==> src/rtl/dino_pkg.sv <==
// Shared dino game definitions: vertical-motion state encoding and default
// physics constants, used by the jump controller, renderer and collision logic.
package dino_pkg;

  localparam int unsigned DEF_Y_W      = 8;
  localparam int unsigned DEF_V0       = 12;
  localparam int unsigned DEF_GRAVITY  = 1;
  localparam int unsigned DEF_MAX_Y    = 200;
  localparam int unsigned DEF_MAX_FALL = 15;

  localparam logic [1:0] ST_GROUND  = 2'b00;
  localparam logic [1:0] ST_ASCEND  = 2'b01;
  localparam logic [1:0] ST_DESCEND = 2'b10;

  typedef enum logic [1:0] {
    GROUND  = ST_GROUND,
    ASCEND  = ST_ASCEND,
    DESCEND = ST_DESCEND
  } dino_state_e;

endpackage

==> src/rtl/dino_jump_ctrl.sv <==
// Dino vertical motion: latches a jump press on the ground, then runs
// take-off, ascent under gravity, descent and landing on unfrozen frame ticks.
module dino_jump_ctrl
  import dino_pkg::*;
#(
  parameter int unsigned Y_W      = DEF_Y_W,
  parameter int unsigned V0       = DEF_V0,
  parameter int unsigned GRAVITY  = DEF_GRAVITY,
  parameter int unsigned MAX_Y    = DEF_MAX_Y,
  parameter int unsigned MAX_FALL = DEF_MAX_FALL
) (
  input  logic           i_clk,
  input  logic           i_rst_n,
  input  logic           i_tick,
  input  logic           i_jump,
  input  logic           i_freeze,
  output logic [Y_W-1:0] o_dino_y,
  output logic           o_airborne,
  output logic           o_land,
  output logic [1:0]     o_state
);

  localparam logic [Y_W-1:0] V0_C       = Y_W'(V0);
  localparam logic [Y_W-1:0] GRAVITY_C  = Y_W'(GRAVITY);
  localparam logic [Y_W:0]   MAX_Y_X    = (Y_W+1)'(MAX_Y);
  localparam logic [Y_W:0]   MAX_FALL_X = (Y_W+1)'(MAX_FALL);

  // Sum computed one bit wider so the ceiling compare cannot wrap.
  function automatic logic [Y_W-1:0] sat_add(input logic [Y_W-1:0] a,
                                             input logic [Y_W-1:0] b,
                                             input logic [Y_W:0]   lim);
    logic [Y_W:0] sum;
    sum = {1'b0, a} + {1'b0, b};
    return (sum > lim) ? Y_W'(lim) : Y_W'(sum);
  endfunction

  function automatic logic [Y_W-1:0] sat_sub(input logic [Y_W-1:0] a,
                                             input logic [Y_W-1:0] b);
    return (a > b) ? Y_W'(a - b) : '0;
  endfunction

  dino_state_e    state_q, state_d;
  logic [Y_W-1:0] y_q, y_d;
  logic [Y_W-1:0] vel_q, vel_d;
  logic [Y_W-1:0] fall_q, fall_d;
  logic           pend_q, pend_d;
  logic           land_q, land_d;
  logic           air_q, air_d;
  logic [Y_W-1:0] fall_next;
  logic           step;
  logic           state_ok;

  always_ff @(posedge i_clk or negedge i_rst_n) begin
    if (!i_rst_n) begin
      state_q <= GROUND;
      y_q     <= '0;
      vel_q   <= '0;
      fall_q  <= '0;
      pend_q  <= 1'b0;
      land_q  <= 1'b0;
      air_q   <= 1'b0;
    end else begin
      state_q <= state_d;
      y_q     <= y_d;
      vel_q   <= vel_d;
      fall_q  <= fall_d;
      pend_q  <= pend_d;
      land_q  <= land_d;
      air_q   <= air_d;
    end
  end

  always_comb begin
    state_d   = state_q;
    y_d       = y_q;
    vel_d     = vel_q;
    fall_d    = fall_q;
    pend_d    = pend_q;
    land_d    = 1'b0;
    step      = i_tick & ~i_freeze;
    fall_next = sat_add(fall_q, GRAVITY_C, MAX_FALL_X);
    state_ok  = (state_q == GROUND) || (state_q == ASCEND) ||
                (state_q == DESCEND);

    if (!state_ok) begin
      // Unreachable encoding: fall back to a clean grounded dino.
      state_d = GROUND;
      y_d     = '0;
      vel_d   = '0;
      fall_d  = '0;
      pend_d  = 1'b0;
    end else if (i_freeze) begin
      pend_d = 1'b0;
    end else if (step) begin
      case (state_q)
        GROUND: begin
          if (pend_q || i_jump) begin
            state_d = ASCEND;
            vel_d   = V0_C;
            y_d     = '0;
            pend_d  = 1'b0;
          end
        end
        ASCEND: begin
          y_d = sat_add(y_q, vel_q, MAX_Y_X);
          if (vel_q <= GRAVITY_C) begin
            state_d = DESCEND;
            fall_d  = '0;
          end else begin
            vel_d = vel_q - GRAVITY_C;
          end
        end
        DESCEND: begin
          if (fall_next >= y_q) begin
            state_d = GROUND;
            y_d     = '0;
            land_d  = 1'b1;
          end else begin
            y_d    = sat_sub(y_q, fall_next);
            fall_d = fall_next;
          end
        end
        default: begin
          state_d = GROUND;
          y_d     = '0;
        end
      endcase
    end else if (state_q == GROUND && i_jump) begin
      pend_d = 1'b1;
    end

    air_d = (state_d == ASCEND) || (state_d == DESCEND);
  end

  assign o_dino_y   = y_q;
  assign o_airborne = air_q;
  assign o_land     = land_q;
  assign o_state    = state_q;

endmodule

==> config.mk <==
export PLATFORM = sky130hd
export DESIGN_NAME = dino_jump_ctrl
export DESIGN_NICKNAME = d
export VERILOG_FILES = /design/src/rtl/dino_pkg.sv /design/src/rtl/dino_jump_ctrl.sv
export SDC_FILE = /design/constraint.sdc
export NUM_CORES = 1
export LEC_CHECK = 0
export BUFFER_PORTS_ARGS = -buffer_cell sky130_fd_sc_hd__buf_2
export CORE_MARGIN = 2
export CORE_UTILIZATION = 55
export CTS_CLUSTER_SIZE = 10
export DETAILED_ROUTE_END_ITERATION = 10
export GPL_TIMING_DRIVEN = 0
export PLACE_DENSITY = 0.76
export SETUP_SLACK_MARGIN = 0.2
export SYNTH_ARGS = -nofsm -noshare
export SYNTH_HDL_FRONTEND = slang
export SYNTH_SLANG_ARGS = --single-unit
==> constraint.sdc <==
create_clock -name i_clk -period 6.8 [get_ports i_clk]
set_input_delay 0.68 -clock i_clk [delete_from_list [all_inputs] [get_ports i_clk]]
set_output_delay 0.68 -clock i_clk [all_outputs]
set_load 0.01 [all_outputs]
**Word level (Yosys, flattened, before mapping)**

Cells that the tools add are included.

- Add/sub/neg operators: 4
- $lt $le $gt $ge: 5
- Equality and inequality tests: 15
- Muxes and demuxes: 39
- Bitwise logic cells: 2
- Reduce and logical (&&, ||, !) cells: 10

Operators by type and width:

| operator | number |
|---|---|
| $mux 8 | 18 |
| $pmux 8 s2 | 2 |
| $pmux 8 s3 | 1 |
| $mux 2 | 6 |
| $ne 4x3->1 const B | 3 |
| $mux 1 | 11 |
| $reduce_and 5->1 | 2 |
| $add 8x1->9 const B | 1 |
| $add 8x8->9 | 1 |
| $gt 9x4->1 const B | 1 |
| $gt 9x8->1 const B | 1 |
| $ne 3x3->1 const B | 3 |
| $ge 8x8->1 | 1 |
| $gt 8x8->1 | 1 |
| $le 8x1->1 const B | 1 |
| $sub 8x1->8 const B | 1 |
| $sub 8x8->8 | 1 |
| $ne 3x1->1 const B | 2 |
| $pmux 2 s3 | 1 |
| $reduce_and 3->1 | 2 |
| $eq 2x1->1 const B | 2 |
| $eq 2x2->1 const B | 2 |
| $logic_or 1x1->1 | 4 |
| $ne 2x2->1 const B | 2 |
| 5 further kinds | 5 |

- Register bits after elaboration: 29
- Output and inout bits: 12

**Longest topological paths before layout**

Gate-level depths: netlist (run 1).

- Depth in word-level cells: 11
- Mapped depth: 16
- Mapped depth without buffers: 14

**Least setup slack after synthesis (run 1)**

OpenSTA, ideal clock, no wires.

- Path type: register to register
- Start: register fall_q[0]
- End: register fall_q[0]
- Setup time: 0.118 ns
- Arrival time: 3.426 ns
- Data required time: 6.682 ns
- Setup slack: 3.256 ns
- Cell stages (with the launch flop): 16
- Clock period less this slack: 3.544 ns
- Path through: dfrtp_1 -> buf_2 -> inv_1 -> ha_1 -> nor3_1 -> maj3_1 -> a311oi_2 -> and2_1 -> ha_1 -> nor2b_1 -> o31ai_1 -> a21oi_1 -> o211ai_1 -> clkbuf_1 -> a211oi_1 -> a21o_1

- Longest elaborated chain between the ends: 8
- Elaborated cells on any way between the ends: 11

RTL lines:

| item | line | RTL |
|---|---|---|
| start, declared | dino_jump_ctrl.sv:45 | `logic [Y_W-1:0] fall_q, fall_d;` |
| start signal, assigned | dino_jump_ctrl.sv:66 | `fall_q <= fall_d;` |
| $add 8x1->9 (*) | dino_jump_ctrl.sv:33 | `sum = {1'b0, a} + {1'b0, b};` |
| $gt 9x4->1 | dino_jump_ctrl.sv:34 | `return (sum > lim) ? Y_W'(lim) : Y_W'(sum);` |
| $mux 8 (*) | dino_jump_ctrl.sv:34 |  |
| branches (longest 5 deep; another with $ge 8x8->1) | - |  |

Mark *: on every way between the ends. The select of a mux whose other input is x is not followed.
A chain may end at the register's enable or synchronous reset.

**Worst setup path in the final report (run 1)**

- Start: register fall_q[0]
- End: register y_q[3] (netlist: o_dino_y[3])

- Longest elaborated chain between the ends: 10
- Elaborated cells on any way between the ends: 12

RTL lines:

| item | line | RTL |
|---|---|---|
| $add 8x1->9 (*) | dino_jump_ctrl.sv:33 |  |
| $gt 9x4->1 | dino_jump_ctrl.sv:34 |  |
| $mux 8 (*) | dino_jump_ctrl.sv:34 |  |
| $sub 8x8->8 or $gt 8x8->1 (tied branches) | dino_jump_ctrl.sv:39 | `return (a > b) ? Y_W'(a - b) : '0;` |
| $mux 8 | dino_jump_ctrl.sv:39 |  |
| $mux 8 (*) | dino_jump_ctrl.sv:114 | `if (fall_next >= y_q) begin` |
| $pmux 8 s3 (*) | dino_jump_ctrl.sv:95 | `case (state_q)` |
| $mux 8 (*) | dino_jump_ctrl.sv:94 | `end else if (step) begin` |
| $mux 8 (*) | dino_jump_ctrl.sv:92 | `end else if (i_freeze) begin` |
| $mux 8 (*) | dino_jump_ctrl.sv:85 | `if (!state_ok) begin` |
| end signal, assigned | dino_jump_ctrl.sv:64 | `y_q <= y_d;` |
| end, declared | dino_jump_ctrl.sv:43 | `logic [Y_W-1:0] y_q, y_d;` |

Every way passes the cells marked *; elsewhere a longest branch is shown, timed or not. The select of a mux whose other input is x is not followed.

==> results.txt, run 1 <==
Max stage delay cell, worst path -> a311oi_2
pwr/cell area -> 427 mW/mm^2
final setup violating endpoints -> 0
final worst hold slack -> 0.434 ns
Max Used Layer -> met4
Startpoint Class -> flip-flop
Chip Height -> 71.2 um
crit-path max cell delay -> 0.57 ns
fmax -> 0.243 GHz
layout cells sized above 1 -> 12.3%
synthesized area -> 0.00248 sq mm
EDFF count, synth -> 0
insertion delay to the later sink of the worst-skew pair -> 0.28 ns
# rows -> 24
Main synth FF type -> dfrtp_1
Detailed Routing Iterations Pass 1 -> 4
TNS Setup -> 0 ns
final wirelength -> 5.25 mm
pre-CTS setup slack -> 2.63 ns
cell accounting for the most synthesized area -> dfrtp_1
final worst setup slack -> 2.69 ns
Iter 0 DRT Violations -> 70
PortBufs -> 16
global-route usage over all layers -> 22.9%
most common cell after layout, fill and taps aside -> dfrtp_1
pins over their slew limit -> 0
Critical Path RT -> 6.99 ns
Worst Path Max Fanout -> 9
clk sinks -> 29
most frequent cells in the layout -> dfrtp_1, ha_1, nand2_1
Cells after Synth -> 282
Clock transition at path regs -> 0.06 ns
Worst slew margin -> 55.2%
Met3 Routed Length -> 154 um
core area -> 0.00435 sq mm
vias -> 2,174
Crit path max-delay family -> compound AO/OA/AOI/OAI gates
GRT Residual Overflow -> 0
Root Driver -> clkbuf_8
Vias/cell -> 6.02
Tmin final -> 4.11 ns
Initial Util -> 57.0%
Reg2Reg Capture Point -> o_dino_y[3]$_DFFE_PN0P_
fraction of registers with async set/reset -> 100%
Peak VDD IR -> 232 uV
Worst Skew -> 0.00542 ns
crit path capture type -> flip-flop
leakage dissipation -> 1.31 nW
area delta synth->final -> 9.78%
worst reg2reg setup slack -> 2.69 ns
status -> finished clean
Worst Tran Pin Value -> 0.672 ns
Final Hold Violating Endpoints -> 0
CTS tree -> yes
cts hold-fix bufs -> 0
r2r worst-path depth -> 15
GPL Wtd Cong -> 0.804
Netlist cell types -> 61
Area contributors post-synth -> dfrtp_1, ha_1, a21oi_1
Critical Path, Cell by Cell -> buf_2, inv_1, ha_1, nor3_1, maj3_1, a311oi_2, nand2_1, ha_1, fa_1, nor2b_1, o31ai_1, a21oi_1, nand3_1, o221a_2, o31ai_1
Max Buffers Root-to-Sink -> 2
initial antenna violation count -> 0
register area share after synthesis -> 29.2%
hpwl dp -> 4.08 mm
Met1 Wirelength -> 2.58 mm
top cell type's share of synthesized area -> 29.2%
RSZ-0062 raised after global routing -> false
syn_area_per_cell -> 8.80 sq um
Worst R2R Start -> fall_q[0]$_DFFE_PN0P_
Buffers & Inverters on Critical Path -> 2
largest net degree at the start of global routing -> 30
first-pass GRT wire length -> 9.26 mm
I/O Pins -> 17
WP data arrival -> 4.29 ns
Layout Nets -> 341
post-route ant nets -> 0
DRC viols -> 0
DR WL/cell -> 14.6 um
CP Class -> flip-flop to flip-flop
met2 wire len -> 2.48 mm
HP Class -> input pin to async pin
Post-CTS Resized -> 0
number of buffers created by CTS -> 5
antenna cells -> 0
Core Util, Final -> 62.6%
Die W -> 71.2 um
number of global-route vias before repair -> 2,021
die area -> 0.00507 sq mm
synth warn -> 0
setup bufs post-CTS -> 0
maxcap violations -> 0
FF+latch count, synth -> 29
H-tree Lvls -> 2
period utilization -> 60.4%
[flip-flops by register name, summed over array words and instances (netlist names)]
name and flops:
fall_q 8, o_airborne 1, o_dino_y 8, o_land 1, o_state 2, pend_q 1, vel_q 8
[layer usage]
| layer | GRT usage (%) | vias to the layer above |
|---|---|---|
| li1 | - | 1106 |
| met1 | 32.8 | 1029 |
| met2 | 35.4 | 33 |
| met3 | 4.70 | 6 |
| met4 | 6.08 | 0 |
| met5 | 0 | - |
[power by group]
part | switching [mW] | internal [mW] | leakage (nW)
sequential | 0.0722 | 0.223 | 0.391
clock | 0.0660 | 0.0704 | 0.0439
combinational | 0.425 | 0.307 | 0.879
[cell type report]
| type | count | area [sq um] |
|---|---|---|
| inverters | 14 | 52.6 |
| flip-flops and latches | 29 | 726 |
| well taps | 52 | 65.1 |
| fillers | 385 | 1630 |
| clock buffers | 5 | 68.8 |
| multi-input cells | 234 | 1670 |
| repair buffers | 16 | 80.1 |
| clock inverters | 3 | 17.5 |
| plain buffers | 8 | 50.0 |
[cell families after synthesis]
kind of cell,count (synthesis),synth area share [%]
and+or+nand+nor,95,20.3
AOI/OAI and AO/OA,94,26.8
adders and majority gates,29,15.1
DFF,29,29.2
buffers and inverters,22,4.13
xor gates and xnor gates,11,3.88
other,1,0.151
muxes,1,0.403
[worst max-delay path by stage]
stage	cells after the start	start	end
floorplan	15	fall_q[0]$_DFFE_PN0P_	fall_q[0]$_DFFE_PN0P_
global placement	15	fall_q[0]$_DFFE_PN0P_	o_dino_y[3]$_DFFE_PN0P_
detailed placement	15	fall_q[0]$_DFFE_PN0P_	o_dino_y[3]$_DFFE_PN0P_
CTS	15	fall_q[0]$_DFFE_PN0P_	o_dino_y[3]$_DFFE_PN0P_
global route	15	fall_q[0]$_DFFE_PN0P_	o_dino_y[3]$_DFFE_PN0P_
finish	15	fall_q[0]$_DFFE_PN0P_	o_dino_y[3]$_DFFE_PN0P_
[Yosys cell counts (3+ instances only)]
library cell / instances
dfrtp_1: 29
ha_1: 26
nand2_1: 22
a21oi_1: 17
nor2_1: 17
o21ai_0: 17
inv_1: 14
nor3_1: 8
a31oi_1: 7
nand3_1: 7
o31ai_1: 7
xnor2_1: 7
a21o_1: 6
and2_1: 6
nand2b_1: 6
and3_1: 5
nor2b_1: 5
a211oi_1: 4
clkbuf_1: 4
nand4_1: 4
nor4_1: 4
xor2_1: 4
o211ai_1: 3
o21a_1: 3
o221ai_1: 3
[worst reg2reg max path, cell delays in order, from the launching register on]
cell	delay, ns
dfrtp_1	0.34
buf_2	0.18
inv_1	0.06
ha_1	0.29
nor3_1	0.05
maj3_1	0.37
a311oi_2	0.57
nand2_1	0.12
ha_1	0.23
fa_1	0.40
nor2b_1	0.17
o31ai_1	0.12
a21oi_1	0.32
nand3_1	0.34
o221a_2	0.38
o31ai_1	0.06
[per-stage QoR]
step                      instances  total power [mW]  instance area (sq um)
after global routing            361              1.29                   2730
final                           361              1.16                   2730
after floorplan                 285             0.855                   2490
after global placement          353              1.01                   2640
after detailed placement        353              1.02                   2640
after CTS                       361              1.17                   2730
Note: power is estimated with default switching activity, not from simulation.
==> run 2: changes to the inputs <==
==> constraint.sdc (replaced) <==
create_clock -name i_clk -period 4 [get_ports i_clk]
set_input_delay 0.4 -clock i_clk [delete_from_list [all_inputs] [get_ports i_clk]]
set_output_delay 0.4 -clock i_clk [all_outputs]
set_load 0.01 [all_outputs]
==> results.txt, run 2 (synthesis gave the netlist of run 1 again) <==
Max Used Layer -> met4
Critical Path RT -> 4.17 ns
Iter 0 DRT Violations -> 106
first-pass GRT wire length -> 9.33 mm
worst reg2reg setup slack -> 0.42 ns
vias -> 2,230
initial antenna violation count -> 0
final wirelength -> 5.47 mm
GPL Wtd Cong -> 0.804
FILL cells -> 374
HP Class -> input pin to async pin
pins over their slew limit -> 0
global-route usage over all layers -> 23.1%
Worst slew margin -> 55.3%
Startpoint Class -> flip-flop
post-route ant nets -> 0
Vias/cell -> 6.03
placed inst area -> 0.00264 sq mm
clk sinks -> 29
period utilization -> 89.5%
Worst Path Max Fanout -> 5
Core Util, Final -> 65.7%
most common cell after layout, fill and taps aside -> dfrtp_1
hpwl dp -> 4.08 mm
Root Driver -> clkbuf_8
PortBufs -> 16
placed cells -> 353
I/O Pins -> 17
crit path capture type -> flip-flop
Tmin final -> 3.58 ns
Peak VDD IR -> 400 uV
Detailed Routing Iterations Pass 1 -> 4
DR WL/cell -> 14.8 um
number of buffers created by CTS -> 5
register area -> 726 sq um
core area -> 0.00435 sq mm
antenna cells -> 0
status -> finished clean
Met1 Wirelength -> 2.59 mm
most frequent cells in the layout -> dfrtp_1, ha_1, nand2_1
Max Buffers Root-to-Sink -> 2
multi-input logic area -> 0.00172 sq mm
H-tree Lvls -> 2
insertion delay to the later sink of the worst-skew pair -> 0.28 ns
WP data arrival -> 3.75 ns
Worst Skew -> 0.00501 ns
CTS tree -> yes
Clock transition at path regs -> 0.06 ns
Layout Nets -> 350
area delta synth->final -> 15.3%
# rows -> 24
Final Hold Violating Endpoints -> 0
leakage dissipation -> 1.37 nW
final worst hold slack -> 0.155 ns
CP Class -> flip-flop to flip-flop
met2 wire len -> 2.63 mm
cts hold-fix bufs -> 0
maxcap violations -> 0
fmax -> 0.279 GHz
Chip Height -> 71.2 um
cell area after layout -> 0.00286 sq mm
layout cells sized above 1 -> 17.9%
final setup violating endpoints -> 0
Met3 Routed Length -> 210 um
r2r worst-path depth -> 15
DRC viols -> 0
Initial Util -> 57.0%
RSZ-0062 raised after global routing -> false
GRT Residual Overflow -> 0
Non-Filler Instances -> 370
number of global-route vias before repair -> 2,030
die area -> 0.00507 sq mm
Die W -> 71.2 um
Worst Tran Pin Value -> 0.671 ns
largest net degree at the start of global routing -> 30
pwr/cell area -> 730 mW/mm^2
run 2: metrics by stage:
stage                     setup slack (ns)  setup TNS [ns]  power (mW)
after floorplan                      0.456               0        1.45
after global placement             -0.0883          -0.155        1.72
after detailed placement            -0.169          -0.719        1.74
after CTS                            0.219               0        2.00
after global routing                 0.159               0        2.31
final                                0.421               0        2.09
run 2: path summary, 6_finish.rpt:
path / start / end
min: i_rst_n / o_dino_y[6]$_DFFE_PN0P_
max: fall_q[0]$_DFFE_PN0P_ / fall_q[7]$_DFFE_PN0P_
max in group asynchronous: i_rst_n / vel_q[5]$_DFFE_PN0P_
min reg2reg: fall_q[7]$_DFFE_PN0P_ / fall_q[7]$_DFFE_PN0P_
min in group i_clk: i_freeze / pend_q$_DFFE_PN0P_
max reg2reg: fall_q[0]$_DFFE_PN0P_ / fall_q[7]$_DFFE_PN0P_
run 2: final cells by class:
| cell class | count | share of cell area [%] |
|---|---|---|
| Buffer | 8 | 2.10 |
| Clock buffer | 5 | 2.40 |
| Clock inverter | 3 | 0.612 |
| Inverter | 14 | 1.84 |
| Multi-Input combinational cell | 234 | 60.1 |
| Sequential cell | 29 | 25.3 |
| Tap cell | 52 | 2.27 |
| Timing Repair Buffer | 25 | 5.29 |
run 2: repair_timing:
item / CTS / global route
gates resized for setup: 5 / 14
endpoints found under the setup margin: 19 / 19
setup buffers: 1 / 7
pin swaps: 1 / 5
gates cloned: 0 / 1
run 2: critical path, cell delays in order, from the launching register on:
cell and delay (ns):
dfrtp_1 0.37, buf_6 0.12, inv_1 0.04, ha_1 0.28
nor3_1 0.06, maj3_2 0.33, a311oi_4 0.37, nand2_1 0.10
ha_2 0.20, fa_2 0.42, nor2b_4 0.13, o31ai_2 0.09
a21oi_2 0.31, o211ai_1 0.22, clkdlybuf4s15_2 0.27, and2_1 0.16
run 2: where the power goes:
part | internal, mW | switching (mW) | total [mW]
clock | 0.120 | 0.113 | 0.233
combinational | 0.591 | 0.763 | 1.35
sequential | 0.380 | 0.123 | 0.503
run 2: per-layer routing:
layer | track usage (%) | up-vias
li1 | - | 1125
met1 | 33.1 | 1049
met2 | 35.8 | 49
met3 | 4.70 | 7
met4 | 6.08 | 0
met5 | 0 | -
==> run 3: changes to the inputs <==
--- a/config.mk
+++ b/config.mk
@@ -6,6 +6,7 @@
 export NUM_CORES = 1
 export LEC_CHECK = 0
 export BUFFER_PORTS_ARGS = -buffer_cell sky130_fd_sc_hd__buf_2
+export CORE_ASPECT_RATIO = 2
 export CORE_MARGIN = 2
 export CORE_UTILIZATION = 55
 export CTS_CLUSTER_SIZE = 10
==> results.txt, run 3 (synthesis gave the netlist of run 1 again) <==
final wirelength -> 5.67 mm
area delta synth->final -> 13.0%
GRT Residual Overflow -> 0
number of buffers created by CTS -> 5
status -> finished clean
Tmin final -> 3.66 ns
PortBufs -> 16
CP Class -> flip-flop to flip-flop
global-route usage over all layers -> 24.1%
most common cell after layout, fill and taps aside -> dfrtp_1
number of global-route vias before repair -> 2,247
Design Power -> 2.06 mW
hpwl dp -> 4.35 mm
Worst Path Max Fanout -> 8
crit-path max cell delay -> 0.41 ns
placed inst area -> 0.00264 sq mm
cts hold-fix bufs -> 0
final setup violating endpoints -> 0
Clock transition at path regs -> 0.07 ns
Max Buffers Root-to-Sink -> 2
DR WL/cell -> 15.5 um
die area -> 0.00510 sq mm
r2r worst-path depth -> 15
fmax -> 0.273 GHz
final worst setup slack -> 0.343 ns
GPL Wtd Cong -> 0.885
maxcap violations -> 0
pins over their slew limit -> 0
vias -> 2,222
Worst Skew -> 0.00592 ns
Final Hold Violating Endpoints -> 0
Iter 0 DRT Violations -> 33
Worst slew margin -> 54.4%
Critical Path, Cell by Cell -> buf_4, inv_1, ha_1, nor3_1, maj3_1, a311oi_4, nand2_1, ha_2, fa_2, nor2b_4, o31ai_2, a21oi_2, nand3_2, o221a_2, o31ai_1
crit path capture type -> flip-flop
Max stage delay cell, worst path -> a311oi_4
layout cells sized above 1 -> 16.0%
TNS Setup -> 0 ns
WP data arrival -> 3.85 ns
cell area after layout -> 0.00280 sq mm
Layout Nets -> 344
initial antenna violation count -> 0
Startpoint Class -> flip-flop
Worst Tran Pin Value -> 0.684 ns
Chip Height -> 99.0 um
Critical Path RT -> 4.19 ns
core area -> 0.00434 sq mm
clk sinks -> 29
# rows -> 34
Detailed Routing Iterations Pass 1 -> 6
CTS tree -> yes
pre-CTS setup slack -> -0.211 ns
Vias/cell -> 6.07
largest net degree at the start of global routing -> 30
HP Class -> input pin to async pin
Peak VDD IR -> 558 uV
Root Driver -> clkbuf_8
RSZ-0062 raised after global routing -> false
Die W -> 51.5 um
H-tree Lvls -> 2
final worst hold slack -> 0.142 ns
insertion delay to the later sink of the worst-skew pair -> 0.29 ns
pwr/cell area -> 735 mW/mm^2
I/O Pins -> 17
leakage dissipation -> 1.34 nW
period utilization -> 91.4%
most frequent cells in the layout -> dfrtp_1, ha_1, nand2_1
antenna cells -> 0
post-route ant nets -> 0
Initial Util -> 57.2%
first-pass GRT wire length -> 9.57 mm
DRC viols -> 0
==> run 3: final cells by class <==
type                       instances  area [sq um]
buffer                             8          56.3
clock buffer                       5          68.8
clock inverter                     3          17.5
fill                             407          1540
inverter                          14          52.6
multi-input combinational        234          1710
sequential                        29           726
tap                               54          67.6
timing repair buffer              19           103
==> run 3: critical path: cells and delay by family, from the launching register on <==
kind | cells | cell delay (ns)
buffers and inverters | 2 | 0.21
and+or+nand+nor | 4 | 0.54
adders and majority gates | 4 | 1.27
DFF | 1 | 0.36
AOI/OAI and AO/OA | 5 | 1.18
==> run 3: what timing repair did <==
| item | CTS | global route |
|---|---|---|
| resized for setup | 6 | 10 |
| endpoints found under the setup margin | 19 | 14 |
| pin swaps | 2 | 4 |
| gates cloned | 0 | 0 |
| buffers inserted | 1 | 2 |
==> run 3: report_power, final <==
| part | internal (mW) | leakage (nW) | switching [mW] |
|---|---|---|---|
| Combinational | 0.555 | 0.902 | 0.764 |
| Sequential | 0.380 | 0.391 | 0.120 |
| Clock | 0.120 | 0.0439 | 0.122 |
| Total | 1.05 | 1.34 | 1.01 |
==> run 3: layer usage <==
metal	part of all wire (%)	wire length, um	vias up	GRT usage, %
met5	0	0	-	0
met4	2.5	142	0	10.1
met3	1.7	99	12	2.88
met2	56	3180	25	45.4
met1	40	2240	1074	25.6
li1	-	-	1111	-
==> run 3: worst paths after layout <==
check | endpoint | from | slack [ns]
max in group asynchronous | vel_q[2]$_DFFE_PN0P_ | i_rst_n | 3.41
setup / recovery | o_dino_y[3]$_DFFE_PN0P_ | fall_q[0]$_DFFE_PN0P_ | 0.34
hold reg to reg | fall_q[5]$_DFFE_PN0P_ | fall_q[5]$_DFFE_PN0P_ | 0.48
min in group i_clk | pend_q$_DFFE_PN0P_ | i_freeze | 0.31
hold / removal | o_dino_y[4]$_DFFE_PN0P_ | i_rst_n | 0.14
setup reg to reg | o_dino_y[3]$_DFFE_PN0P_ | fall_q[0]$_DFFE_PN0P_ | 0.34
==> run 3: metrics by stage <==
step / util, % / cells
CTS: 63.7 / 364
global route: 64.6 / 366
detailed placement: 60.9 / 355
global placement: 60.9 / 355
floorplan: - / 285
finish: 64.6 / 366
